<file path="src/rtl/clk_gate_ctrl_multi.sv">
// Multi-channel clock-gating controller. Each channel has an idle-hysteresis FSM that drives a
// glitch-free latch-based clock gate, plus a registered ready flag and a saturating gate-off counter.
module clk_gate_ctrl_multi #(
   parameter int NCH      = 4,
   parameter int HOLD_CYC = 8,
   parameter int WAKE_CYC = 2,
   parameter int CNT_W    = 8
) (
   input  logic                 clk,
   input  logic                 rst_n,
   input  logic                 test_en,
   input  logic [NCH-1:0]       en_req,
   input  logic                 cnt_clr,
   output logic [NCH-1:0]       gclk,
   output logic [NCH-1:0]       ready,
   output logic [NCH*CNT_W-1:0] gate_cnt
);

   typedef enum logic [1:0] {S_OFF, S_WAKE, S_ON, S_DRAIN} state_t;

   localparam int WK_W = (WAKE_CYC > 0) ? $clog2(WAKE_CYC + 1) : 1;
   localparam int HD_W = (HOLD_CYC > 0) ? $clog2(HOLD_CYC + 1) : 1;
   localparam logic [WK_W-1:0] WK_LOAD = WK_W'(WAKE_CYC);
   localparam logic [WK_W-1:0] WK_ONE  = WK_W'(1);
   localparam logic [HD_W-1:0] HD_LOAD = HD_W'(HOLD_CYC);
   localparam logic [HD_W-1:0] HD_ONE  = HD_W'(1);

   for (genvar gi = 0; gi < NCH; gi++) begin : g_ch
      state_t           r_state;
      state_t           w_state_next;
      logic [WK_W-1:0]  r_wk;
      logic [WK_W-1:0]  w_wk_next;
      logic [HD_W-1:0]  r_hd;
      logic [HD_W-1:0]  w_hd_next;
      logic             w_gate_off;
      logic             r_en_q;
      logic             r_ready;
      logic             r_latch;
      logic [CNT_W-1:0] r_cnt;

      always_comb begin
         w_state_next = r_state;
         w_wk_next    = r_wk;
         w_hd_next    = r_hd;
         w_gate_off   = 1'b0;
         case (r_state)
            S_OFF: begin
               if (en_req[gi]) begin
                  if (WAKE_CYC == 0) begin
                     w_state_next = S_ON;
                  end else begin
                     w_state_next = S_WAKE;
                     w_wk_next    = WK_LOAD;
                  end
               end
            end
            // A request drop during wake-up is only acted on once the channel reaches ON
            S_WAKE: begin
               if (r_wk <= WK_ONE) begin
                  w_state_next = S_ON;
               end else begin
                  w_wk_next = r_wk - 1'b1;
               end
            end
            S_ON: begin
               if (!en_req[gi]) begin
                  if (HOLD_CYC == 0) begin
                     w_state_next = S_OFF;
                     w_gate_off   = 1'b1;
                  end else begin
                     w_state_next = S_DRAIN;
                     w_hd_next    = HD_LOAD;
                  end
               end
            end
            S_DRAIN: begin
               if (en_req[gi]) begin
                  w_state_next = S_ON;
               end else if (r_hd <= HD_ONE) begin
                  w_state_next = S_OFF;
                  w_gate_off   = 1'b1;
               end else begin
                  w_hd_next = r_hd - 1'b1;
               end
            end
            default: begin
               w_state_next = S_OFF;
            end
         endcase
      end

      always_ff @(posedge clk or negedge rst_n) begin
         if (!rst_n) begin
            r_state <= S_OFF;
            r_wk    <= '0;
            r_hd    <= '0;
            r_en_q  <= 1'b0;
            r_ready <= 1'b0;
         end else begin
            r_state <= w_state_next;
            r_wk    <= w_wk_next;
            r_hd    <= w_hd_next;
            r_en_q  <= (w_state_next != S_OFF);
            r_ready <= (w_state_next == S_ON) || (w_state_next == S_DRAIN);
         end
      end

      // Clear wins over a coincident gate-off increment
      always_ff @(posedge clk or negedge rst_n) begin
         if (!rst_n) begin
            r_cnt <= '0;
         end else if (cnt_clr) begin
            r_cnt <= '0;
         end else if (w_gate_off && (r_cnt != {CNT_W{1'b1}})) begin
            r_cnt <= r_cnt + 1'b1;
         end
      end

      // Enable only changes while clk is low, so gclk never carries a partial pulse
      always_latch begin
         if (!rst_n) begin
            r_latch <= 1'b0;
         end else if (!clk) begin
            r_latch <= r_en_q | test_en;
         end
      end

      assign gclk[gi]                   = clk & r_latch;
      assign ready[gi]                  = r_ready;
      assign gate_cnt[gi*CNT_W +: CNT_W] = r_cnt;
   end

endmodule

</file>
<file path="config.mk">
export PLATFORM = sky130hd
export DESIGN_NAME = clk_gate_ctrl_multi
export DESIGN_NICKNAME = d
export VERILOG_FILES = /design/src/rtl/clk_gate_ctrl_multi.sv
export SDC_FILE = /design/constraint.sdc
export NUM_CORES = 1
export LEC_CHECK = 0
export CAP_MARGIN = 20
export CORE_MARGIN = 8
export CORE_UTILIZATION = 30
export CTS_CLUSTER_DIAMETER = 60
export CTS_CLUSTER_SIZE = 28
export DETAILED_ROUTE_END_ITERATION = 6
export PLACE_DENSITY = 0.58
export SLEW_MARGIN = 20
export SYNTH_ARGS = -nofsm -noshare
export SYNTH_HDL_FRONTEND = slang
export SYNTH_SLANG_ARGS = --single-unit
</file>
<file path="constraint.sdc">
create_clock -name clk -period 2.43 [get_ports clk]
set_input_delay 0.3645 -clock clk [delete_from_list [all_inputs] [get_ports clk]]
set_output_delay 0.3645 -clock clk [all_outputs]
set_load 0.1 [all_outputs]
</file>
* Word-level counts from Yosys, hierarchy flattened *
Index checks and enable logic that the tools add are counted.

cells by class
  $add $sub $neg = 12
  equal/unequal tests = 44
  reduce and logical (&&, ||, !) cells = 36
  muxes and demuxes = 82
  bitwise operators = 8
  $lt $le $gt $ge = 8

operators with widths
  operator               number
  $mux W8                8
  $mux W2                28
  $mux W4                12
  $ne A2 B2 Y1 const B   20
  $add A8 B1 Y8 const B  4
  $eq A2 B2 Y1 const B   16
  $ne A8 B8 Y1 const B   4
  $pmux W2 S4            4
  $pmux W4 S2            4
  $reduce_bool A2 Y1     16
  $mux W1                22
  $le A4 B1 Y1 const B   4
  $pmux W2 S2            4
  $reduce_and A4 Y1      4
  $sub A4 B1 Y4 const B  4
  $reduce_and A3 Y1      4
  $eq A2 B1 Y1 const B   4
  $le A2 B1 Y1 const B   4
  $logic_not A2 Y1       4
  $sub A2 B1 Y2 const B  4
  $and A1 B1 Y1          4
  $logic_and A1 B1 Y1    4
  $logic_or A1 B1 Y1     4
  $or A1 B1 Y1           4

word-level totals
  word-level logic and storage cells = 218
  flip-flop bits (word level) = 72
  latch bits = 4
  output and inout bits = 40

* Longest topological paths before layout *
  depth in word-level cells = 7
  gate-level depth with buffers = 7
  depth with buffers taken out = 6

==> results.md <==
- Synth Net Count: 444
- Synth top area cells: dfrtp_1 (43%), ha_1 (5.0%), a21oi_1 (4.9%)
- Critical path class: latch to primary output
- Unrepaired setup endpoints after global routing: yes
- Largest net degree at the start of global routing: 58
- Layout cell share with drive strength beyond 1: between 20 and 25%
- Psw: approximately 0.0023 W
- Nets: 508
- Vias: 3505
- R2r setup slk: 0.14 ns
- Syn_area_per_cell: 9.57 sq um
- Final Hold Viols: 0
- LEAKAGE: approximately 2.2 nW
- Violated checks: negative setup slack
- Average wire per standard cell: 15.0 microns
- R2R depth: 6
- Async set-reset flop share out of synthesis: 94.5%
- Worst Path Arrival: 2.50 ns
- Global-route wire length before repair: 16700 microns
- Worst-Skew Late Latency: 0.62 ns
- Combinational share of power: 24.9%
- Final Cell Area: roughly 5300 sq um
- Yosys warnings: 0
- Critical R2R Launch: g_ch[0].r_hd[0]
- Residual DRC: 0
- Row cnt: 42
- Most common cell in the synthesized netlist: dfrtp_1
- Layout Cells excl Fill: 666
- Placer Congestion: around 0.79
- Power Dens Cells: 1190 nW/um^2
- Antenna diodes: 0
- Hold Path Class: input port to async pin
- Initial Util: 30.5%
- Vias in the first global route: 3413
- Max-slew headroom: 50.0%
- Origin of the worst setup path: g_ch[3].r_latch
- Initial antenna violation count: 0
- Die H: 132 microns
- Die W: 132 microns
- Max FO, Critical Path: 1
- Final setup fails: 8
- Clk_skew: 0.0583 ns
- Post-DRT Antenna Nets: 0
- Core ar.: approximately 13000 sq um
- Top FF cell, synth: dfrtp_1
- P_int: 0.00399 W
- Place WS: -0.680 ns
- CP endpoint kind: primary output
- Worst EP required: 2.07 ns
- VDD IR max: roughly 0.40 mV
- Status: complete, but fails checks
- Yosys reg bits: 73
- Worst Max-Slew Pin Slew: 0.750 ns
- R2r endpoint: g_ch[0].r_cnt[7]
- Placed insts: between 600 and 700
- Area growth from synthesis to layout: 31.5%
- Total gr overflow: 0
- Slew Viols, Final: 0
- Share of the synthesized area in the top cell type: 43.0%
- CTS tree: done
- Hpwl dp: 6510 microns
- Final wirelength: about 10000 microns
- All-layer global routing usage: 12.3%
- Clock transition at the registers of the reported paths: roughly 0.060 ns
- Maximum capacitance violations: 0
- EDFF count, synth: 0
- Setup crit start kind: latch
- IO Port Bufs: 47
- Sw Ratio: a little over a third
- Final core occ: 40.1%
- Library cells used by synthesis: 60
- Vias/cell: 5.26
- WHS: 0.204 ns
- Netlist Area Pre-Place: 4020 sq um
- Cell taking the most area after synthesis: dfrtp_1
- Sequential Power Share: 28.1%
- Mapped Cells: 420
- Starting DRC count in detailed routing: a little under 200
- Clock share of power: 46.9%
- Worst setup path end: gclk[3]
- First-pass detailed-route iteration total: 7
- Die area: 17400 sq um
- Final WS setup: -0.439 ns
- Most instantiated cells after synthesis: dfrtp_1 (69), a21oi_1 (39), nor2_1 (30)
- Top Ports: 48
- Placed Instance Area: 4570 sq um
-- sequential cells by signal (all words and copies together), names as in the netlist --
signal and cells:
g_ch.r_latch 4, g_ch.r_ready 4, g_ch.r_wk 8, g_ch.r_hd 16, g_ch.r_state 5, g_ch.r_cnt 32
g_ch.r_en_q 4
-- cell usage in the layout, fill, tap and decap left out, types with 4 or more instances in the layout --
cell,count
buf_12,4
or2_2,4
or4_1,13
nor2b_1,6
and4_1,7
or3_1,6
dlxtp_1,4
a22o_1,7
buf_4,50
dfrtp_1,69
nand4_1,5
o21ai_0,27
clkdlybuf4s50_1,6
a31oi_1,4
inv_1,26
o31ai_1,17
and2_4,4
ha_1,16
nand3_1,11
a21oi_1,39
nor3_1,12
o41ai_1,9
nand3b_1,6
o21a_1,4
nor2_1,30
clkbuf_16,20
nand2_1,20
-- critical path: stages (launching register included) --
cell,delay [ns]
dlxtp_1,0.31
and2_4,0.15
buf_12,0.17
-- routing by layer --
metal | track usage, % | part of all wire [%] | up-vias
met3 | 6.86 | 6.3 | 20
li1 | - | - | 1703
met2 | 16.8 | 45 | 99
met4 | 9.96 | 2.3 | 0
met1 | 13.8 | 46 | 1683
met5 | 0 | 0 | -
-- power by group through the flow --
stage                     logic, W  registers (W)  clock network, W
final                      0.00157        0.00177           0.00295
after global routing       0.00175        0.00182           0.00310
after CTS                  0.00158        0.00177           0.00330
after detailed placement   0.00156        0.00178          0.000377
after global placement     0.00151        0.00177          0.000377
after floorplan            0.00131        0.00170          0.000322
-- cell families (layout without fill, tap and decap cells) --
family	count (synthesis)	in the layout	share of synthesized area, %
fa+ha+maj	16	16	4.98
compound gates	130	130	21.2
mux	7	7	1.87
buf+inv	47	117	5.85
latches	4	4	1.49
flops	69	69	43.0
simple gates	147	147	21.7
-- how the worst min path moves through the flow --
stage / start / end / slack [ns] / cells past startpoint
2_1_floorplan: rst_n / clock gate / -0.85 / 0
3_3_place_gp: rst_n / clock gate / -0.65 / 1
3_5_place_dp: rst_n / clock gate / -0.65 / 1
4_1_cts: rst_n / g_ch[1].r_en_q / 0.19 / 2
5_1_grt: rst_n / g_ch[2].r_en_q / 0.22 / 2
6_report: rst_n / g_ch[1].r_wk[0] / 0.20 / 2
-- final cells by class --
class	count	area, sq um
Clock inverter	6	110
Timing Repair Buffer	57	448
Sequential cell	73	1790
Fill cell	1283	7900
Tap cell	176	220
Clock buffer	28	617
Inverter	26	97.6
Multi-Input combinational cell	300	2010
-- timing repair --
action / in CTS / in global routing
setup endpoints to repair: 8 / 8
hold endpoints to repair: 13 / 0
pin swaps: 3 / 1
hold buffers: 2 / 0
setup buffers: 0 / 2
gates resized for setup: 40 / 1
-- metrics by stage --
stage	TNS (ns)	power, W
final	-1.67	0.00629
after global routing	-1.99	0.00668
after CTS	-1.77	0.00665
after detailed placement	-2.68	0.00371
after global placement	-2.66	0.00366
after floorplan	0	0.00333
Note: power is estimated with default switching activity, not from simulation.
